<file path="config.mk">
export PLATFORM = sky130hd
export DESIGN_NAME = lm75a_poll_ctrl
export DESIGN_NICKNAME = d
export VERILOG_FILES = /design/src/rtl/lm75a_poll_ctrl.sv
export SDC_FILE = /design/constraint.sdc
export NUM_CORES = 1
export LEC_CHECK = 0
export BUFFER_PORTS_ARGS = -buffer_cell sky130_fd_sc_hd__buf_2
export CAP_MARGIN = 0
export CORE_ASPECT_RATIO = 0.75
export CORE_MARGIN = 4
export CORE_UTILIZATION = 45
export CTS_BUF_LIST = sky130_fd_sc_hd__clkbuf_8
export DETAILED_ROUTE_END_ITERATION = 10
export PLACE_DENSITY = 0.67
export SETUP_SLACK_MARGIN = 0.3
export SYNTH_ARGS = -nofsm -noshare
export SYNTH_HDL_FRONTEND = slang
export SYNTH_SLANG_ARGS = --single-unit
</file>
<file path="constraint.sdc">
create_clock -name clk -period 1.91 [get_ports clk]
set_input_delay 0.2865 -clock clk [delete_from_list [all_inputs] [get_ports clk]]
set_output_delay 0.2865 -clock clk [all_outputs]
set_load 0.02 [all_outputs]
</file>
<file path="src/rtl/lm75a_poll_ctrl.sv">
// LM75A temperature poller: sequences START/WR/WR/START/WR/RD/RD/STOP through a byte I2C master; holds last good reading.
// Latency 25 clk IDLE->temp_valid with a zero-wait master; each command holds cmd_valid until cmd_ready, one outstanding.
module lm75a_poll_ctrl #(
  parameter logic [6:0] DEV_ADDR       = 7'h48,
  parameter int         POLL_CYCLES    = 5_000_000,
  parameter int         TIMEOUT_CYCLES = 100_000
) (
  input  logic        clk,
  input  logic        rst_n,
  input  logic        enable,
  input  logic        poll_now,
  output logic        cmd_valid,
  input  logic        cmd_ready,
  output logic [1:0]  cmd_op,
  output logic [7:0]  cmd_wdata,
  output logic        cmd_last,
  input  logic        rsp_valid,
  input  logic [7:0]  rsp_rdata,
  input  logic        rsp_nack,
  output logic        bus_abort,
  output logic [15:0] temp_data,
  output logic        temp_valid,
  output logic        busy,
  output logic        err
);

  localparam int PW = $clog2(POLL_CYCLES);
  localparam int TW = $clog2(TIMEOUT_CYCLES + 1);
  localparam logic [PW-1:0] POLL_LAST = PW'(POLL_CYCLES - 1);
  localparam logic [TW-1:0] TMO_LAST  = TW'(TIMEOUT_CYCLES - 1);

  localparam logic [1:0] OP_START = 2'd0;
  localparam logic [1:0] OP_WRITE = 2'd1;
  localparam logic [1:0] OP_READ  = 2'd2;
  localparam logic [1:0] OP_STOP  = 2'd3;

  typedef enum logic [3:0] {IDLE, S1, WA, WP, S2, RA, RM, RL, SP} state_t;

  state_t          state_q, state_d;
  logic            wait_q, wait_d;
  logic [TW-1:0]   wcnt_q, wcnt_d;
  logic [PW-1:0]   pcnt_q;
  logic            pending_q;
  logic            nacked_q, nacked_d;
  logic [7:0]      msb_q, lsb_q;
  logic            tick, tmo, leave_idle, set_err, done_ok;

  assign tick = enable && (pcnt_q == POLL_LAST);
  assign busy = (state_q != IDLE);

  always_ff @(posedge clk or negedge rst_n) begin
    if (!rst_n) begin
      pcnt_q <= '0;
    end else if (!enable || tick) begin
      pcnt_q <= '0;
    end else begin
      pcnt_q <= pcnt_q + PW'(1);
    end
  end

  always_comb begin
    state_d    = state_q;
    wait_d     = wait_q;
    wcnt_d     = wcnt_q + TW'(1);
    nacked_d   = nacked_q;
    cmd_valid  = 1'b0;
    cmd_op     = OP_START;
    cmd_wdata  = 8'h00;
    cmd_last   = 1'b0;
    bus_abort  = 1'b0;
    tmo        = 1'b0;
    leave_idle = 1'b0;
    set_err    = 1'b0;
    done_ok    = 1'b0;

    if (state_q == IDLE) begin
      wcnt_d = '0;
      if (pending_q) begin
        state_d    = S1;
        wait_d     = 1'b0;
        nacked_d   = 1'b0;
        leave_idle = 1'b1;
      end
    end else begin
      // A response landing on the last allowed cycle still counts as in time.
      tmo = (wcnt_q == TMO_LAST) && !(wait_q && rsp_valid);
      if (tmo) begin
        bus_abort = 1'b1;
        set_err   = 1'b1;
        state_d   = IDLE;
        wait_d    = 1'b0;
        wcnt_d    = '0;
      end else if (!wait_q) begin
        cmd_valid = 1'b1;
        case (state_q)
          WA:      begin cmd_op = OP_WRITE; cmd_wdata = {DEV_ADDR, 1'b0}; end
          WP:      begin cmd_op = OP_WRITE; cmd_wdata = 8'h00; end
          RA:      begin cmd_op = OP_WRITE; cmd_wdata = {DEV_ADDR, 1'b1}; end
          RM:      cmd_op = OP_READ;
          RL:      begin cmd_op = OP_READ; cmd_last = 1'b1; end
          SP:      cmd_op = OP_STOP;
          default: cmd_op = OP_START;
        endcase
        if (cmd_ready) begin
          wait_d = 1'b1;
          wcnt_d = '0;
        end
      end else if (rsp_valid) begin
        wait_d = 1'b0;
        wcnt_d = '0;
        case (state_q)
          S1: state_d = WA;
          WA: state_d = rsp_nack ? SP : WP;
          WP: state_d = rsp_nack ? SP : S2;
          S2: state_d = RA;
          RA: state_d = rsp_nack ? SP : RM;
          RM: state_d = RL;
          RL: state_d = SP;
          default: begin
            state_d = IDLE;
            done_ok = !nacked_q;
          end
        endcase
        if (rsp_nack && (state_q == WA || state_q == WP || state_q == RA)) begin
          nacked_d = 1'b1;
          set_err  = 1'b1;
        end
      end
    end
  end

  always_ff @(posedge clk or negedge rst_n) begin
    if (!rst_n) begin
      state_q    <= IDLE;
      wait_q     <= 1'b0;
      wcnt_q     <= '0;
      pending_q  <= 1'b0;
      nacked_q   <= 1'b0;
      msb_q      <= 8'h00;
      lsb_q      <= 8'h00;
      temp_data  <= 16'h0000;
      temp_valid <= 1'b0;
      err        <= 1'b0;
    end else begin
      state_q   <= state_d;
      wait_q    <= wait_d;
      wcnt_q    <= wcnt_d;
      nacked_q  <= nacked_d;
      // New requests win over the clear so a request seen while leaving IDLE is not lost.
      pending_q <= (pending_q && !leave_idle) || tick || poll_now;
      if (wait_q && rsp_valid && state_q == RM) msb_q <= rsp_rdata;
      if (wait_q && rsp_valid && state_q == RL) lsb_q <= rsp_rdata;
      temp_valid <= done_ok;
      if (done_ok) temp_data <= {msb_q, lsb_q};
      if (set_err) begin
        err <= 1'b1;
      end else if (done_ok) begin
        err <= 1'b0;
      end
    end
  end

endmodule

</file>
==> metrics, run 1 <==
Initial Util=46.3%; Pwr per Cell Area=1140 nW/um2; drt total wl=11200 um; CTS tree=built; synth top area cells=dfrtp_1 52%, mux2_2 9.2%, xor2_1 4.5%; fin. max-slew vios=0; DR WL/cell=19.1 um; Layout Cells excl Fill=585; CTS H-tree lvls=3; CP top delay family=simple AND/OR/NAND/NOR gates; Reg area=2040 um2; vias in the first global route=3013; initial drt markers=250; HPWL Detailed=5770 um; Die Y-Extent=88.9 um; design area=5770 um2; final net count=489; sequential element share of the synthesized area=51.6%; All-Layer GR Usage=18.9%; EDFF count, synth=0; Synth top area share=51.6%; Multi-input gate area=2350 um2; top_reg_cell synth=dfrtp_1; most common cell after layout, fill and taps aside=dfrtp_1; first-pass GRT wire length=15300 um; clock latency on the worst-skew pair=0.36 ns; Avg Cell Area, Syn=10.9 um2; Slowest cell on crit path=dfrtp_1; largest net degree at the start of global routing=49; Max Buffers Root-to-Sink=2; outcome=finished, violations left; RSZ-0062 raised after global routing=yes; GPL Wtd Cong=0.826; DRC viols=0; crit end category=output port; Max IR drop VDD=0.878 mV; num rows=29; setup_tns=-2.44 ns; Synth Register Bits=81; placement-stage cell area=4370 um2; CTS root buf=clkbuf_8; Critical Path Fanout Max=7; placed cell count=511; Synth area leader=dfrtp_1; DP Worst Slack=0.0356 ns; FFs w/ async S/R, synth=100%; commonest non-fill, non-tap cells in the layout=70 x dfrtp_1, 60 x buf_4, 32 x mux2_4; Buf/Inv on CP=2; Unique masters post-synth=54; CTS clk-pin slew, worst paths=0.09 ns; ANT cells=0; final worst slack=-0.322 ns; Routed Antenna Nets=0; Tcrit/Tclk final=117%; num ports=47; failing checks=negative setup slack; Ys Warns=0; clk_skew=0.0138 ns; grt ovf=0; total power draw=0.00657 W; core area=8490 um2; drt pass-1 iters=5; share of cells above drive strength 1=55.3%; Synth Instances=359; CP arrival=1.95 ns; min cycle time layout=2.23 ns; Static Leakage=2.59 nW; die width=116 um; Sinks on Clock Net=81; total number of vias=3457; I/O Buffers=41; die area=10300 um2; Via density=5.91; fmax=448 MHz; CP Launch Type=flop; initial antenna violation count=0; CP peak stage delay=0.41 ns; Worst Path Class, Setup=reg2out; Num CTS Buffers=9; Layout area overhead=46.9%; worst hold path class=in2reg; filler cell count=613; max-cap violations=0; crit-path cells=ha_2 > and4_4 > nand4_1 > nor2_1 > buf_4 > nor4b_4 > buf_4; final hold vios=0; # setup viols final=16; Critical Path RT=1.62 ns; Mapped Area=3930 um2; crit-path most repeated cell=buf_4
## Yosys cell counts, drive strengths merged (4+ instances only)
master	instances
nor4	4
nor2	30
a21oi	20
nor3	8
dfrtp	81
nand3b	4
mux2	32
o31ai	9
or3	6
and2	6
o21ai	10
xnor2	5
buf	20
nand4	16
xor2	20
nand3	15
nand2	18
inv	8
or4	8
and3	6
and4	5
## final cells by class
class | count | share of cell area, %
multi-input cells | 253 | 40.7
flip-flops and latches | 81 | 35.3
repair buffers | 119 | 17.9
well taps | 108 | 2.34
clock buffers | 9 | 2.15
clock inverters | 7 | 1.04
inverters | 8 | 0.520
## per-layer routing
layer	GRT usage (%)	routed length, um	up-vias
li1	-	-	1524
met1	26.8	4910	1761
met2	29.0	5440	141
met3	4.80	608	31
met4	5.27	209	0
met5	0	0	-
## state kept, by name (all words and copies together), names as in the netlist
register / flops
pending_q: 1
lsb_q: 8
wait_q: 1
temp_data: 16
msb_q: 8
nacked_q: 1
state_q: 4
pcnt_q: 23
err: 1
temp_valid: 1
wcnt_q: 17
## timing repair
| action | CTS | global route |
|---|---|---|
| hold endpoints to repair | 33 | 0 |
| gates cloned | 1 | 7 |
| setup buffers | 22 | 27 |
| pin swaps | 17 | 43 |
| hold buffers | 1 | 0 |
| endpoints found under the setup margin | 86 | 85 |
| gates resized for setup | 61 | 126 |
## kinds of logic (layout without fill, tap and decap cells)
logic type | count (synthesis) | after routing | synth area share, %
simple gates | 136 | 138 | 20.3
flops | 81 | 81 | 51.6
compound gates | 50 | 50 | 8.15
mux | 33 | 33 | 9.43
buf+inv | 31 | 143 | 4.24
xor+xnor | 25 | 25 | 5.57
fa+ha+maj | 2 | 2 | 0.637
other cells | 1 | 5 | 0.0954
## worst paths after layout
| check | from | endpoint | slack [ns] | cells after the start |
|---|---|---|---|---|
| worst max-delay path | wcnt_q[1]$_DFF_PN0_ | cmd_wdata[7] | -0.32 | 7 |
| worst min-delay path | poll_now | pending_q$_DFF_PN0_ | 0.13 | 2 |
| worst max register to register | wcnt_q[1]$_DFF_PN0_ | wcnt_q[7]$_DFF_PN0_ | -0.02 | 10 |
| worst min register to register | err$_DFFE_PN0P_ | err$_DFFE_PN0P_ | 0.50 | 1 |
| max in group asynchronous | rst_n | pcnt_q[0]$_DFF_PN0_ | 0.85 | 3 |
| min in group asynchronous | rst_n | wcnt_q[6]$_DFF_PN0_ | 0.43 | 2 |
## where the power goes
part           total [W]  switching, W  leakage [nW]  internal (W)
Clock            0.00121      0.000710        0.0901      0.000497
Combinational    0.00295       0.00143          1.41       0.00152
Sequential       0.00241      0.000325          1.09       0.00209
## metrics by stage
| step | hold slack [ns] | utilization (%) |
|---|---|---|
| floorplan | -0.00909 | - |
| global placement | 0.289 | 51.4 |
| detailed placement | 0.281 | 51.4 |
| CTS | 0.116 | 58.8 |
| global route | 0.136 | 68.0 |
| finish | 0.129 | 68.0 |
## worst reg2reg max path, cell delays in order, from the launching register on
cell	delay (ns)
dfrtp_1	0.38
ha_2	0.19
and4_4	0.22
nand4_1	0.11
buf_4	0.16
buf_6	0.10
buf_6	0.11
buf_6	0.11
o21ai_4	0.18
clkbuf_16	0.23
nor2_2	0.04
Power figures use the tool's default switching activity.
==> run 2: changes to the inputs <==
CORE_UTILIZATION = 40   (was 45)
PLACE_DENSITY = 0.61   (was 0.67)
==> metrics, run 2 (synthesized netlist as in run 1, its figures left out) <==
failing checks=negative setup slack; Top reg by flops=pcnt_q; All-Layer GR Usage=17.0% (-1.9 points); drt pass-1 iters=4 (-1); Sw Pwr=0.00224 W (-9.3%); worst hold path class=in2reg; CP arrival=1.84 ns (-0.11 ns); filler cell count=829 (+35%); HPWL Detailed=5790 um (+0.22%); Tcrit/Tclk final=111% (-5.4 points); drt total wl=9730 um (-13%); share of total power in the clock network=21.2% (+2.8 points); share of cells above drive strength 1=48.7% (-6.6 points); DRC viols=0 (unchanged); GPL Wtd Cong=0.817 (-1.1%); Pwr per Cell Area=1140 nW/um2 (+0.25%); max-cap violations=0 (unchanged); commonest non-fill, non-tap cells in the layout=72 x dfrtp_1, 52 x buf_4, 32 x buf_2; initial antenna violation count=0 (unchanged); clk_skew=0.0124 ns (-0.00138 ns); CTS H-tree lvls=3 (unchanged); RSZ-0062 raised after global routing=yes; crit-path most repeated cell=buf_4; Slew HR=64.9%; Via density=5.30 (-10%); first-pass GRT wire length=15300 um (about the same); CTS root buf=clkbuf_8; die area=11500 um2 (+11%); clock latency on the worst-skew pair=0.36 ns (about the same); grt ovf=0 (unchanged); die width=122 um (+5.6%); CTS clk-pin slew, worst paths=0.09 ns (about the same); WHS=0.141 ns (+0.0123 ns); worst slew pin tran=0.527 ns; most common cell after layout, fill and taps aside=dfrtp_1; core area=9620 um2 (+13%); switching part of the total=35.7% (-1.9 points); Routed Antenna Nets=0 (unchanged); Initial Util=40.8% (-5.4 points); largest net degree at the start of global routing=40 (-18%); final hold vios=0 (unchanged); Sinks on Clock Net=81 (unchanged); num ports=47 (unchanged); met1 wire length=4560 um (-7.1%); Slowest cell on crit path=dfrtp_1; met2 wire length=4520 um (-17%); Flop pwr share=37.7% (+1.0 points); Static Leakage=2.51 nW (-3.2%); DP Worst Slack=0.0276 ns (-0.00801 ns); total power draw=0.00627 W (-4.5%); I/O Buffers=41 (unchanged); Worst Path Class, Setup=reg2out; Critical Path RT=1.62 ns (about the same); num rows=31 (+6.9%); Max Buffers Root-to-Sink=2 (unchanged); fmax=470 MHz (+4.9%); CP peak stage delay=0.40 ns (about the same); Regs by FF count=pcnt_q x23, wcnt_q x17, temp_data x16; setup_tns=-1.54 ns (+0.901 ns); Die Y-Extent=93.8 um (+5.5%); Gate power share=41.2% (-3.8 points); Max IR drop VDD=0.674 mV (-23%); final worst slack=-0.218 ns (+0.104 ns); min cycle time layout=2.13 ns (-0.104 ns); CP Launch Type=flop; max FFs per register=23 (unchanged); final net count=480 (-1.8%); Num CTS Buffers=9 (unchanged); outcome=finished, violations left; final core occ=57.2% (-11 points); # setup viols final=8 (-8); total number of vias=3180 (-8.0%); vias in the first global route=3011 (-0.066%); ANT cells=0 (unchanged); initial drt markers=211 (-16%); crit end category=output port; Critical Path Fanout Max=6 (-1); CTS tree=built; Layout area overhead=39.9%; top layer in use=met4; cell internal pwr=0.00403 W (-1.7%); DR WL/cell=16.2 um (-15%); fin. max-slew vios=0 (unchanged); met3 wire length=534 um (-12%); crit-path cells=ha_2 > and4_4 > nand4_1 > nor2_1 > buf_4 > buf_4 > nor3_4 > buf_6
## run 2: layer usage
| layer | track usage, % | vias up |
|---|---|---|
| met1 | 23.8 | 1580 |
| met5 | 0 | - |
| met3 | 4.70 | 13 |
| met4 | 5.13 | 0 |
| li1 | - | 1510 |
| met2 | 25.7 | 77 |
## run 2: layout make-up
| class | count | area [um2] | area share [%] |
|---|---|---|---|
| Sequential cell | 81 | 2040 | 37.1 |
| Timing Repair Buffer | 111 | 911 | 16.6 |
| Tap cell | 132 | 165 | 3.00 |
| Inverter | 8 | 35.0 | 0.637 |
| Multi-Input combinational cell | 252 | 2140 | 38.8 |
| Clock buffer | 10 | 138 | 2.50 |
| Clock inverter | 6 | 75.1 | 1.37 |
## run 2: critical path, delay by kind of cell (launching register included)
kind / cells / cell delay, ns
and+or+nand+nor: 4 / 0.45
buffers and inverters: 3 / 0.45
DFF: 1 / 0.40
adders and majority gates: 1 / 0.18
## run 2: final timing paths
| check | from | end | slack, ns | depth (start not counted) |
|---|---|---|---|---|
| setup reg to reg | wcnt_q[0]$_DFF_PN0_ | wcnt_q[2]$_DFF_PN0_ | 0.01 | 10 |
| setup / recovery | wcnt_q[0]$_DFF_PN0_ | cmd_valid | -0.22 | 8 |
| max in group asynchronous | rst_n | pcnt_q[17]$_DFF_PN0_ | 0.91 | 3 |
| hold / removal | poll_now | pending_q$_DFF_PN0_ | 0.14 | 2 |
| hold reg to reg | nacked_q$_DFFE_PN0P_ | nacked_q$_DFFE_PN0P_ | 0.49 | 1 |
| min in group asynchronous | rst_n | temp_data[14]$_DFFE_PN0P_ | 0.45 | 2 |
## run 2: per-stage QoR
step                std cells  area (um2)
detailed placement        539        4450
finish                    600        5500
global route              600        5500
floorplan                 363        4000
CTS                       579        5050
global placement          539        4450
## run 2: repair_timing
| action | CTS | global route |
|---|---|---|
| setup endpoints to repair | 64 | 87 |
| endpoints found under the hold margin | 37 | 0 |
| resized for setup | 54 | 68 |
| hold buffers | 1 | 0 |
| buffers inserted | 22 | 18 |
| pin swaps | 18 | 31 |
| cloned | 1 | 3 |
## run 2: power groups by stage
stage / registers, W / clock network, W / logic, W
floorplan: 0.00249 / 0 / 0.00107
global placement: 0.00237 / 0 / 0.00175
detailed placement: 0.00238 / 0 / 0.00178
CTS: 0.00235 / 0.00137 / 0.00220
global route: 0.00241 / 0.00144 / 0.00277
finish: 0.00236 / 0.00133 / 0.00258
